**config.mk**
```make
export PLATFORM = sky130hd
export DESIGN_NAME = forward_control
export DESIGN_NICKNAME = d
export VERILOG_FILES = /design/src/rtl/forward_control_pkg.sv /design/src/rtl/forward_control_fwd_match.sv /design/src/rtl/forward_control.sv
export SDC_FILE = /design/constraint.sdc
export NUM_CORES = 1
export LEC_CHECK = 0
export BUFFER_PORTS_ARGS = -buffer_cell sky130_fd_sc_hd__buf_2
export CAP_MARGIN = 5
export CORE_AREA = 8 8 55 57
export CTS_CLUSTER_DIAMETER = 60
export DETAILED_ROUTE_END_ITERATION = 8
export DIE_AREA = 0 0 63 65
export MAX_ROUTING_LAYER = met4
export PLACE_DENSITY_LB_ADDON = 0.05
export REMOVE_ABC_BUFFERS = 1
export SLEW_MARGIN = 20
export SYNTH_ARGS = -nofsm -noshare
export SYNTH_HDL_FRONTEND = slang
export SYNTH_SLANG_ARGS = --single-unit
```
**constraint.sdc**
```tcl
create_clock -name CLK -period 3.84 [get_ports CLK]
set_input_delay 0.192 -clock CLK [delete_from_list [all_inputs] [get_ports CLK]]
set_output_delay 0.192 -clock CLK [all_outputs]
set_load 0.05 [all_outputs]
```
**src/rtl/forward_control_pkg.sv**
```systemverilog
`default_nettype none
// ============================================================================
// Module      : forward_control_pkg
// Description : Opcodes, result classes and forward-select codes shared by the
//               hazard/forwarding controller, write controller and ALU mux.
// Revision    : 1.0 - initial release
// ============================================================================
package forward_control_pkg;

    localparam logic [4:0] c_op_bne   = 5'h10;
    localparam logic [4:0] c_op_be    = 5'h11;
    localparam logic [4:0] c_op_j     = 5'h12;
    localparam logic [4:0] c_op_bner  = 5'h13;
    localparam logic [4:0] c_op_ber   = 5'h14;
    localparam logic [4:0] c_op_jr    = 5'h15;
    localparam logic [4:0] c_op_load  = 5'h16;
    localparam logic [4:0] c_op_li    = 5'h17;
    localparam logic [4:0] c_op_store = 5'h18;
    localparam logic [4:0] c_op_nop   = 5'h1F;

    typedef enum logic [1:0] {
        CLS_NONE = 2'b00,
        CLS_ALU  = 2'b01,
        CLS_LOAD = 2'b10,
        CLS_LI   = 2'b11
    } fwd_class_e;

    localparam logic [2:0] c_fwd_rf       = 3'b000;
    localparam logic [2:0] c_fwd_ex_alu   = 3'b001;
    localparam logic [2:0] c_fwd_ex_load  = 3'b010;
    localparam logic [2:0] c_fwd_ex_li    = 3'b011;
    localparam logic [2:0] c_fwd_mem_alu  = 3'b101;
    localparam logic [2:0] c_fwd_mem_load = 3'b110;
    localparam logic [2:0] c_fwd_mem_li   = 3'b111;

    // CLS_NONE marks a non-writer; everything not listed is an ALU writer.
    function automatic fwd_class_e op_class(input logic [4:0] op);
        case (op)
            c_op_load:  op_class = CLS_LOAD;
            c_op_li:    op_class = CLS_LI;
            c_op_bne, c_op_be, c_op_j, c_op_bner, c_op_ber,
            c_op_jr, c_op_store, c_op_nop:
                        op_class = CLS_NONE;
            default:    op_class = CLS_ALU;
        endcase
    endfunction

    function automatic logic reads_r1(input logic [4:0] op);
        reads_r1 = (op_class(op) == CLS_ALU) || (op == c_op_bner) ||
                   (op == c_op_ber) || (op == c_op_jr);
    endfunction

    function automatic logic reads_r2(input logic [4:0] op);
        reads_r2 = (op_class(op) == CLS_ALU) || (op == c_op_bner) ||
                   (op == c_op_ber);
    endfunction

    function automatic logic reads_rd(input logic [4:0] op);
        reads_rd = (op == c_op_store);
    endfunction

    function automatic logic [2:0] fwd_code(input logic [1:0] cls, input logic from_memwb);
        case (cls)
            CLS_ALU:  fwd_code = from_memwb ? c_fwd_mem_alu  : c_fwd_ex_alu;
            CLS_LOAD: fwd_code = from_memwb ? c_fwd_mem_load : c_fwd_ex_load;
            CLS_LI:   fwd_code = from_memwb ? c_fwd_mem_li   : c_fwd_ex_li;
            default:  fwd_code = c_fwd_rf;
        endcase
    endfunction

endpackage
`default_nettype wire

```
**src/rtl/forward_control_fwd_match.sv**
```systemverilog
`default_nettype none
// ============================================================================
// Module      : fwd_match
// Description : Resolves one source register against the IDEX and EXMEM slots
//               into a forward code and a stall request. FWD_MEMWB_EN selects
//               whether EXMEM producers are forwarded or stalled on.
// Revision    : 1.0 - initial release
// ============================================================================
module fwd_match
    import forward_control_pkg::*;
(
    input  logic       i_en,
    input  logic       i_load_stalls,
    input  logic [2:0] i_addr,
    input  logic       i_idex_valid,
    input  logic [2:0] i_idex_rd,
    input  logic [1:0] i_idex_cls,
    input  logic       i_exmem_valid,
    input  logic [2:0] i_exmem_rd,
    input  logic [1:0] i_exmem_cls,
    output logic [2:0] o_code,
    output logic       o_stall
);

    logic w_young_hit;
    logic w_old_hit;
    logic w_load_hit;
    logic w_old_stall;

    // The IDEX producer is younger, so it shadows any EXMEM producer.
    assign w_young_hit = i_en && i_idex_valid && (i_idex_rd == i_addr);
    assign w_old_hit   = i_en && i_exmem_valid && (i_exmem_rd == i_addr) && !w_young_hit;
    assign w_load_hit  = w_young_hit && (i_idex_cls == CLS_LOAD);

`ifdef FWD_MEMWB_EN
    assign w_old_stall = 1'b0;
`else
    assign w_old_stall = w_old_hit;
`endif

    assign o_stall = (i_load_stalls && w_load_hit) || w_old_stall;

    // Without MEMWB forwarding an old hit always stalls, so its 1xx code is
    // replaced by the bubble's 000 before it can reach the outputs.
    always_comb begin
        o_code = c_fwd_rf;
        if (w_young_hit) begin
            o_code = fwd_code(i_idex_cls, 1'b0);
        end else if (w_old_hit) begin
            o_code = fwd_code(i_exmem_cls, 1'b1);
        end
    end

endmodule
`default_nettype wire

```
**src/rtl/forward_control.sv**
```systemverilog
`default_nettype none
// ============================================================================
// Module      : forward_control
// Description : Hazard and forwarding controller for the 5-stage 8-bit
//               pipeline. Build option FWD_MEMWB_EN enables MEMWB forwarding.
// Revision    : 1.0 - initial release
// ============================================================================
module forward_control
    import forward_control_pkg::*;
(
    input  logic       CLK,
    input  logic       RST_N,
    input  logic [4:0] IFID_OPCODE,
    input  logic [2:0] IFID_RD_ADDR,
    input  logic [3:0] IFID_R1_ADDR,
    input  logic [3:0] IFID_R2_ADDR,
    input  logic       FLUSH,
    output logic       STALL,
    output logic [2:0] RAM_FORWARD,
    output logic [2:0] ALU_FWD_A,
    output logic [2:0] ALU_FWD_B
);

    typedef enum logic [0:0] {
        ST_RUN  = 1'b0,
        ST_HOLD = 1'b1
    } state_e;

    state_e     r_state;
    logic       r_idex_valid;
    logic [2:0] r_idex_rd;
    logic [1:0] r_idex_cls;
    logic       r_exmem_valid;
    logic [2:0] r_exmem_rd;
    logic [1:0] r_exmem_cls;

    logic [1:0] w_cls;
    logic [2:0] w_code_a;
    logic [2:0] w_code_b;
    logic [2:0] w_code_s;
    logic       w_stall_a;
    logic       w_stall_b;
    logic       w_stall_s;
    logic       w_stall;
    logic       w_bubble;
    logic       w_unused_src_msb;

    assign w_cls            = op_class(IFID_OPCODE);
    assign w_unused_src_msb = IFID_R1_ADDR[3] ^ IFID_R2_ADDR[3];

    fwd_match u_match_a (
        .i_en          (reads_r1(IFID_OPCODE)),
        .i_load_stalls (1'b1),
        .i_addr        (IFID_R1_ADDR[2:0]),
        .i_idex_valid  (r_idex_valid),
        .i_idex_rd     (r_idex_rd),
        .i_idex_cls    (r_idex_cls),
        .i_exmem_valid (r_exmem_valid),
        .i_exmem_rd    (r_exmem_rd),
        .i_exmem_cls   (r_exmem_cls),
        .o_code        (w_code_a),
        .o_stall       (w_stall_a)
    );

    fwd_match u_match_b (
        .i_en          (reads_r2(IFID_OPCODE)),
        .i_load_stalls (1'b1),
        .i_addr        (IFID_R2_ADDR[2:0]),
        .i_idex_valid  (r_idex_valid),
        .i_idex_rd     (r_idex_rd),
        .i_idex_cls    (r_idex_cls),
        .i_exmem_valid (r_exmem_valid),
        .i_exmem_rd    (r_exmem_rd),
        .i_exmem_cls   (r_exmem_cls),
        .o_code        (w_code_b),
        .o_stall       (w_stall_b)
    );

    // Store data is consumed a stage later, so a preceding load is forwarded, not stalled.
    fwd_match u_match_s (
        .i_en          (reads_rd(IFID_OPCODE)),
        .i_load_stalls (1'b0),
        .i_addr        (IFID_RD_ADDR),
        .i_idex_valid  (r_idex_valid),
        .i_idex_rd     (r_idex_rd),
        .i_idex_cls    (r_idex_cls),
        .i_exmem_valid (r_exmem_valid),
        .i_exmem_rd    (r_exmem_rd),
        .i_exmem_cls   (r_exmem_cls),
        .o_code        (w_code_s),
        .o_stall       (w_stall_s)
    );

    assign w_stall  = !FLUSH && (w_stall_a || w_stall_b || w_stall_s);
    assign w_bubble = FLUSH || w_stall;
    assign STALL    = w_stall;

    always_ff @(posedge CLK or negedge RST_N) begin
        if (!RST_N) begin
            r_state       <= ST_RUN;
            r_idex_valid  <= 1'b0;
            r_idex_rd     <= 3'd0;
            r_idex_cls    <= CLS_NONE;
            r_exmem_valid <= 1'b0;
            r_exmem_rd    <= 3'd0;
            r_exmem_cls   <= CLS_NONE;
            RAM_FORWARD   <= c_fwd_rf;
            ALU_FWD_A     <= c_fwd_rf;
            ALU_FWD_B     <= c_fwd_rf;
        end else begin
            r_exmem_valid <= r_idex_valid;
            r_exmem_rd    <= r_idex_rd;
            r_exmem_cls   <= r_idex_cls;
            if (w_bubble) begin
                r_idex_valid <= 1'b0;
                r_idex_rd    <= 3'd0;
                r_idex_cls   <= CLS_NONE;
                RAM_FORWARD  <= c_fwd_rf;
                ALU_FWD_A    <= c_fwd_rf;
                ALU_FWD_B    <= c_fwd_rf;
            end else begin
                r_idex_valid <= (w_cls != CLS_NONE);
                r_idex_rd    <= IFID_RD_ADDR;
                r_idex_cls   <= w_cls;
                RAM_FORWARD  <= w_code_s;
                ALU_FWD_A    <= w_code_a;
                ALU_FWD_B    <= w_code_b;
            end
            case (r_state)
                ST_RUN:  if (w_stall)  r_state <= ST_HOLD;
                ST_HOLD: if (!w_stall) r_state <= ST_RUN;
            endcase
        end
    end

endmodule
`default_nettype wire

```
==> impl_results.md, run 1 <==
* Clock transition at the registers of the reported paths at 0.12 ns
* Synth unique cells at 30
* Post-DP HPWL at 1790 um
* First-pass GRT wire length at 3910 um
* Vias per cell at 5.39
* WS Path Type: reg -> out
* Sequential share of the synthesized area at 46.7%
* Final WS setup at 1.04 ns
* Layout cell share with drive strength beyond 1 at 33.8%
* Pleak at 0.583 nW
* Dpl cells at 153
* Hold Slack at 0.0565 ns
* Count of input and output buffers at 26
* Most frequent cells after synthesis: dfrtp_1, xnor2_1, nor3_2
* Post-DRT Antenna Nets at 0
* Total grt overflow at 0
* Crit. End Element: output pin
* Post_cts resized at 0
* Count leader, synth: dfrtp_1
* Fin cells at 158
* GRT Total Usage at 12.1%
* Predominant post-synthesis flop cell: dfrtp_1
* Final setup TNS at 0 ns
* DRC Markers at 0
* Post-synth design cell area at 0.00112 mm^2
* Critical-path cell list: xnor2_1 > and4_1 > a21boi_0 > o211a_1 > o41a_1 > buf_2
* IO Count at 29
* Worst-path fanout max at 12
* Core Area at 0.00215 mm^2
* Crit start category: register
* Pwr Total at 433 uW
* Clk root buf: clkbuf_4
* Unrepaired setup endpoints after global routing: false
* Synth async-reset ratio at 100%
* Initial DRT Pass Iterations at 4
* Cell area after placement at 0.00127 mm^2
* Max_cap viols at 0
* Synth warn at 0
* Synth top area share at 46.7%
* Critical path's slowest cell: o211a_1
* Finished Cell Area at 0.00131 mm^2
* Die area at 0.00410 mm^2
* Drt wl/cell at 14.6 um
* Seq. cell area at 526 um^2
* Final setup viols at 0
* Worst slew margin at 60.7%
* Crit path DAT at 2.60 ns
* CTS tree: built
* CTS Buf Count at 3
* GPL Wtd Cong at 0.808
* Multi-input gate area at 561 um^2
* Slowest stage delay, CP at 0.59 ns
* Initial Util at 52.4%
* Pre-CTS setup slack at 1.39 ns
* Post-CTS Repair Setup Buffers at 0
* FILL cells at 185
* CP bufs+invs at 1
* Max Slew Vio Count at 0
* Htree depth at 1
* Later-pin clock latency in the skew report at 0.31 ns
* Chip Height at 65 um
* Final WL at 2310 um
* VDD IR max at 0.169 mV
* Antenna violations before repair at 0
* Vias post-DR at 851
* Hold_buf cts at 1
* Area leader, netlist: dfrtp_1
* Mean area per synthesized cell at 11.2 um^2
* Cell area power density at 331 mW/mm^2
* Pin count of the biggest net entering global routing at 22
* DR iter-0 viols at 20
* Clock skew at 0.00223 ns
* Crit path time final at 2.80 ns
* Post-layout nets at 150
* Yosys reg bits at 21
* FMAX at 358 MHz
* Post-synth EDFFs at 0
* Status: finished clean
* Area Growth Syn to Fin at 16.5%
* Clock Sinks at 21
* Final hold violation count at 0
* Post-Route Utilization at 61.0%
* Post-Synthesis Cells at 100
* Tightest Hold Check Type: in -> reg
* CTS Buffer Depth at 2
* Die Wd at 63 um
* Tcrit/Tclk final at 72.8%
* # rows at 17
* Antenna diode count at 0
* Synth area leaders: dfrtp_1, xnor2_1, nor3_2, a22oi_1, nand4_1
* Vias in the first global route at 890
* Required @ worst endpoint at 3.65 ns
* Cell family with most CP delay: compound AO/OA/AOI/OAI gates
* Worst slew pin tran at 0.586 ns
-- routing by layer --
| layer | GRT usage [%] | part of all wire, % | up-vias |
|---|---|---|---|
| met2 | 20.4 | 48 | 29 |
| met5 | - | 0 | - |
| met4 | 5.13 | 1.1 | 0 |
| met3 | 3.09 | 5.2 | 4 |
| li1 | - | - | 422 |
| met1 | 13.5 | 46 | 396 |
-- cells by family after synthesis --
family	count (synthesis)	synth area share [%]
AND/OR/NAND/NOR	32	21.2
flip-flops	21	46.7
AO/OA/AOI/OAI	20	13.6
XOR/XNOR	18	14.0
buffers and inverters	8	4.12
other	1	0.333
-- area by class of cell --
class | count | share of cell area [%]
Multi-Input combinational cell | 73 | 42.8
Tap cell | 28 | 2.67
Sequential cell | 21 | 40.1
Clock buffer | 3 | 1.72
Timing Repair Buffer | 27 | 10.7
Clock inverter | 1 | 0.573
Inverter | 5 | 1.43
-- layout by cell type (no fill, tap or decap), drive strengths merged --
master	synthesis	layout
nor2	5	5
conb	1	3
buf	3	26
nor4	1	1
dlygate4sd3	0	1
o211a	1	1
nand2	2	2
clkbuf	0	3
dfrtp	21	21
and2	1	1
o41a	1	1
a21boi	1	1
clkinvlp	0	1
a31oi	1	1
a311oi	1	1
o211ai	2	2
o22ai	1	1
inv	5	5
a221oi	1	1
or4	1	1
or2	1	1
a22oi	6	6
nand4	6	6
and4	2	2
nor3	9	9
xnor2	18	18
nor3b	4	4
a211oi	1	1
o21ai	1	1
a21oi	3	3
-- worst paths after layout --
| path | start | endpoint | slack, ns | cells past startpoint |
|---|---|---|---|---|
| max in group asynchronous | RST_N | ALU_FWD_A[0] | 3.18 | 2 |
| hold / removal | FLUSH | r_idex_cls[1] | 0.06 | 2 |
| setup / recovery | r_idex_rd[1] | STALL | 1.04 | 6 |
| setup reg to reg | r_idex_rd[1] | RAM_FORWARD[1] | 1.80 | 5 |
| hold reg to reg | r_idex_valid | r_exmem_valid | 0.47 | 0 |
| min in group asynchronous | RST_N | ALU_FWD_B[2] | 0.35 | 2 |
-- sequential cells by signal, indices dropped and copies added, names as in the netlist --
register       cells
r_idex_valid       1
RAM_FORWARD        3
ALU_FWD_B          3
r_idex_cls         2
r_exmem_valid      1
r_exmem_cls        2
ALU_FWD_A          3
r_idex_rd          3
r_exmem_rd         3
-- where the power goes --
group	internal (mW)	leakage (nW)	total, mW	switching, mW
logic	0.0338	0.295	0.0802	0.0464
registers	0.231	0.274	0.242	0.0111
clock network	0.0397	0.0139	0.111	0.0708
(Power assumes the default switching activity.)
==> run 2: changes to the inputs <==
--- a/config.mk
+++ b/config.mk
@@ -7,10 +7,10 @@
 export LEC_CHECK = 0
 export BUFFER_PORTS_ARGS = -buffer_cell sky130_fd_sc_hd__buf_2
 export CAP_MARGIN = 5
-export CORE_AREA = 8 8 55 57
+export CORE_AREA = 8 8 56 58
 export CTS_CLUSTER_DIAMETER = 60
 export DETAILED_ROUTE_END_ITERATION = 8
-export DIE_AREA = 0 0 63 65
+export DIE_AREA = 0 0 64 66
 export MAX_ROUTING_LAYER = met4
 export PLACE_DENSITY_LB_ADDON = 0.05
 export REMOVE_ABC_BUFFERS = 1
==> constraint.sdc (replaced) <==
create_clock -name CLK -period 2.9 [get_ports CLK]
set_input_delay 0.145 -clock CLK [delete_from_list [all_inputs] [get_ports CLK]]
set_output_delay 0.145 -clock CLK [all_outputs]
set_load 0.05 [all_outputs]
==> run 2 against run 1 <==
  * Sequential power grew 32%
  * Via count grew 1.9%
  * Utilization shrank 4.2 points
  * Setup slack lost 0.46 ns
==> impl_results.md, run 2 (synthesized netlist as in run 1, its figures left out) <==
* M1 GR Usage at 14.3%
* Vias per cell at 5.39
* Dpl cells at 156
* Tcrit/Tclk final at 79.9%
* CP bufs+invs at 1
* GRT busiest layer: met2
* Die Wd at 64 um
* # rows at 18
* Crit path DAT at 2.17 ns
* Most frequent cells in the layout: buf_2, dfrtp_1, xnor2_1
* CTS tree: built
* Critical-path cell list: xnor2_1 > and4_1 > a21boi_0 > o211a_1 > o41a_1 > buf_2
* Worst-path fanout max at 4
* Later-pin clock latency in the skew report at 0.30 ns
* Total grt overflow at 0
* Tightest Hold Check Type: in -> reg
* CTS Buf Count at 3
* Seq. cell area at 526 um^2
* VDD IR max at 0.275 mV
* Final setup TNS at 0 ns
* Chip Height at 66 um
* Required @ worst endpoint at 2.76 ns
* Final setup viols at 0
* Hold Crit Endpoint: r_idex_cls[1]
* Hold_sp: FLUSH
* Antenna violations before repair at 0
* FF-to-FF End: r_idex_rd[2]
* Final hold violation count at 0
* Initial DRT Pass Iterations at 4
* Worst slew pin tran at 0.570 ns
* Post-layout nets at 151
* Vias post-DR at 867
* GPL Wtd Cong at 0.855
* Cell area power density at 430 mW/mm^2
* Post-Route Utilization at 56.8%
* FMAX at 432 MHz
* Pin count of the biggest net entering global routing at 22
* Count of input and output buffers at 26
* Clk root buf: clkbuf_4
* DR iter-0 viols at 25
* DRC Markers at 0
* FF-to-FF setup slack at 0.97 ns
* Status: finished clean
* GRT Total Usage at 12.8%
* Crit path time final at 2.32 ns
* Max_cap viols at 0
* Vias in the first global route at 927
* Slowest stage delay, CP at 0.45 ns
* First-pass GRT wire length at 4170 um
* WS Path Type: reg -> out
* RR Startpoint: r_idex_rd[2]
* Post-DRT Antenna Nets at 0
* Antenna diode count at 0
* Fin cells at 161
* Core Area at 0.00232 mm^2
* Multi-input gate area at 561 um^2
* Commonest non-fill, non-tap cell in the layout: buf_2
* Clock transition at the registers of the reported paths at 0.12 ns
* Drt wl/cell at 14.7 um
* Crit. End Element: output pin
* Met3 GRT Util at 3.90%
* Worst slew margin at 61.8%
* Crit start category: register
* Max Slew Vio Count at 0
* Clock Sinks at 21
* Critical path's slowest cell: dfrtp_1
* Pleak at 0.592 nW
* Post_cts resized at 0
* R2r worst-path depth at 5
* Cell family with most CP delay: compound AO/OA/AOI/OAI gates
* Clock skew at 0.00602 ns
* FILL cells at 204
* Hold Crit Depth at 2
* Die area at 0.00422 mm^2
* Post-DP HPWL at 1850 um
* Unrepaired setup endpoints after global routing: false
* IO Count at 29
* Initial Util at 48.5%
* Final WL at 2370 um
* Layout cell share with drive strength beyond 1 at 34.4%
* Htree depth at 1
* Area Growth Syn to Fin at 17.1%
* CTS Buffer Depth at 2
* Met2 Resource Use GR at 21.0%
## run 2: cell count changes in the layout (fill, tap and decap cells not counted)
cell        change
buf_4           +1
clkinvlp_4      -1
clkinv_2        +1
## run 2: stage by stage
step / instance area, um^2 / total power, mW / hold slack [ns] / worst slack (ns)
5_1_grt: 1320 / 0.595 / 0.0159 / 0.399
2_1_floorplan: 1100 / 0.391 / -0.151 / 0.706
3_5_place_dp: 1280 / 0.433 / 0.130 / 0.915
3_3_place_gp: 1280 / 0.431 / 0.126 / 0.938
4_1_cts: 1320 / 0.574 / 0.0170 / 0.570
6_report: 1320 / 0.566 / 0.0264 / 0.583
## run 2: worst max-delay path by stage
stage                       from  endpoint  cells past startpoint
finish              r_idex_rd[1]     STALL                      6
global route        r_idex_rd[0]     STALL                      6
CTS                 r_idex_rd[1]     STALL                      6
detailed placement  r_idex_rd[1]     STALL                      6
global placement    r_idex_rd[1]     STALL                      6
floorplan           r_idex_rd[1]     STALL                      5
## run 2: power by group
part / total [mW] / internal, mW / switching [mW]
logic: 0.108 / 0.0448 / 0.0629
clock network: 0.138 / 0.0514 / 0.0870
registers: 0.320 / 0.306 / 0.0141
total: 0.566 / 0.403 / 0.164
## run 2: worst reg2reg max path: cells and delay by family (launching register included)
kind / cells / cell delay (ns)
simple gates: 4 / 1.21
xor+xnor: 1 / 0.20
flops: 1 / 0.45
## run 2: per-layer routing
metal | wire length [um] | part of all wire [%]
met1 | 1050 | 44
met2 | 1170 | 49
met3 | 131 | 5.5
met4 | 20 | 0.84
met5 | 0 | 0
## run 2: layout make-up
| type | count | area share, % |
|---|---|---|
| repair buffers | 28 | 11.2 |
| well taps | 30 | 2.85 |
| clock buffers | 3 | 1.71 |
| multi-input cells | 73 | 42.5 |
| clock inverters | 1 | 0.380 |
| inverters | 5 | 1.42 |
| flip-flops and latches | 21 | 39.9 |
## run 2: timing repair
item | in CTS | in global routing
hold buffers | 1 | 0
setup buffers | 0 | 0
endpoints found under the hold margin | 21 | 0
==> run 3: changes to the inputs <==
==> constraint.sdc (replaced) <==
create_clock -name CLK -period 2.43 [get_ports CLK]
set_input_delay 0.1215 -clock CLK [delete_from_list [all_inputs] [get_ports CLK]]
set_output_delay 0.1215 -clock CLK [all_outputs]
set_load 0.05 [all_outputs]
==> run 3 against run 2 <==
  * Global-route usage down 0.45 points
  * Register-to-register slack worse by 0.53 ns
  * Critical path depth unchanged
  * Sequential power up 20%
  * Clock skew fell by 0.0048 ns
  * Critical path type unchanged
  * Critical endpoint unchanged
==> impl_results.md, run 3 (synthesized netlist as in run 1, its figures left out) <==
* Critical path's slowest cell: dfrtp_1
* Initial DRT Pass Iterations at 4
* Vias per cell at 5.47
* Worst slew margin at 61.5%
* Vias post-DR at 880
* Die Wd at 64 um
* Commonest non-fill, non-tap cell in the layout: buf_2
* GPL Wtd Cong at 0.854
* Chip Height at 66 um
* Post-layout nets at 151
* Final setup TNS at 0 ns
* # rows at 18
* M1 GR Usage at 13.3%
* IO Count at 29
* Max_cap viols at 0
* CTS Buf Count at 3
* Required @ worst endpoint at 2.31 ns
* Critical-path cell list: xnor2_1 > and4_1 > a21boi_1 > o211a_1 > o41a_1 > buf_2
* Post-DP HPWL at 1820 um
* Core Area at 0.00232 mm^2
* Antenna violations before repair at 0
* WS Path Type: reg -> out
* Later-pin clock latency in the skew report at 0.30 ns
* Pleak at 0.590 nW
* P_int at 483 uW
* Clock skew at 0.00122 ns
* DR iter-0 viols at 24
* Initial Util at 48.5%
* CP bufs+invs at 1
* FMAX at 437 MHz
* Htree depth at 1
* Max Slew Vio Count at 0
* Flop pwr share at 56.3%
* Final hold violation count at 0
* GRT busiest layer: met2
* Final WL at 2420 um
* Drt wl/cell at 15.1 um
* Comb pwr share at 19.0%
* Clock Sinks at 21
* Clock share of power at 24.7%
* CTS Buffer Depth at 2
* Clock transition at the registers of the reported paths at 0.11 ns
* VDD IR max at 0.332 mV
* Post-DRT Antenna Nets at 0
* Total grt overflow at 0
* Switching Share at 28.9%
* Crit start category: register
* Tcrit/Tclk final at 94.2%
* Count of input and output buffers at 26
* Pre-CTS setup slack at 0.459 ns
* Die area at 0.00422 mm^2
* FILL cells at 210
* Worst-path fanout max at 4
* Vias in the first global route at 924
* Worst slew pin tran at 0.574 ns
* DRC Markers at 0
* Status: finished clean
* Met3 GRT Util at 3.56%
* Area Growth Syn to Fin at 17.0%
* Crit path time final at 2.29 ns
* Switch Pwr at 197 uW
* Tightest Hold Check Type: in -> reg
* Cell area power density at 516 mW/mm^2
* Antenna diode count at 0
* Final setup viols at 0
* Layout cell share with drive strength beyond 1 at 33.6%
* Crit. End Element: output pin
* Slowest stage delay, CP at 0.45 ns
* Cell family with most CP delay: compound AO/OA/AOI/OAI gates
* Final WS setup at 0.142 ns
* Most frequent cells in the layout: buf_2, dfrtp_1, xnor2_1
* CTS tree: built
* Clk root buf: clkbuf_4
* First-pass GRT wire length at 4080 um
* GRT Total Usage at 12.4%
* Crit path DAT at 2.17 ns
* Met2 Resource Use GR at 20.3%
* Unrepaired setup endpoints after global routing: false
* Pin count of the biggest net entering global routing at 22
[run 3: timing repair]
item                                    in CTS  in global routing
resized for setup                            0                  1
setup buffers                                0                  0
hold buffers                                 1                  0
endpoints found under the hold margin       21                  0
endpoints found under the setup margin       0                  1
[run 3: stage by stage]
step | util (%) | hold WS (ns) | area (um^2) | power [mW] | std cells
6_report | 56.7 | 0.00143 | 1320 | 0.680 | 161
5_1_grt | 56.7 | 0.00420 | 1320 | 0.710 | 161
4_1_cts | 56.7 | 0.00353 | 1320 | 0.685 | 161
3_5_place_dp | 55.2 | 0.109 | 1280 | 0.517 | 156
3_3_place_gp | 55.2 | 0.103 | 1280 | 0.514 | 156
2_1_floorplan | - | -0.174 | 1100 | 0.467 | 99
[run 3: final timing paths]
kind                               from       endpoint  slack, ns  cells past startpoint
hold / removal                    FLUSH  r_idex_cls[1]      0.001                      2
setup reg to reg           r_idex_rd[2]   r_idex_rd[2]       0.44                      5
max in group asynchronous         RST_N  r_exmem_rd[0]       1.81                      2
hold reg to reg            r_idex_valid  r_exmem_valid       0.46                      0
min in group asynchronous         RST_N  r_exmem_rd[1]       0.29                      2
setup / recovery           r_idex_rd[1]          STALL       0.14                      6
[run 3: cell type report]
class	instances	area (um^2)	share of cell area (%)
Multi-Input combinational cell	73	561	42.6
Sequential cell	21	526	39.9
Timing Repair Buffer	28	148	11.2
Tap cell	30	37.5	2.85
Clock buffer	4	26.3	2.00
Inverter	5	18.8	1.43
[run 3: metal layers]
metal  part of all wire [%]  vias up
li1                       -      424
met1                     43      423
met2                     49       31
met3                    7.2        2
met4                   0.83        0
met5                      0        -
[run 3: power by group through the flow]
stage / Sequential, mW / Combinational (mW) / Clock, mW
3_5_place_dp: 0.389 / 0.127 / 0
2_1_floorplan: 0.397 / 0.0696 / 0
6_report: 0.383 / 0.129 / 0.168
3_3_place_gp: 0.388 / 0.126 / 0
4_1_cts: 0.382 / 0.130 / 0.173
5_1_grt: 0.385 / 0.142 / 0.183
[run 3: worst reg2reg max path: cells and delay by family, from the launching register on]
| family | cells | cell delay, ns |
|---|---|---|
| simple gates | 4 | 1.25 |
| xor+xnor | 1 | 0.19 |
| flops | 1 | 0.46 |
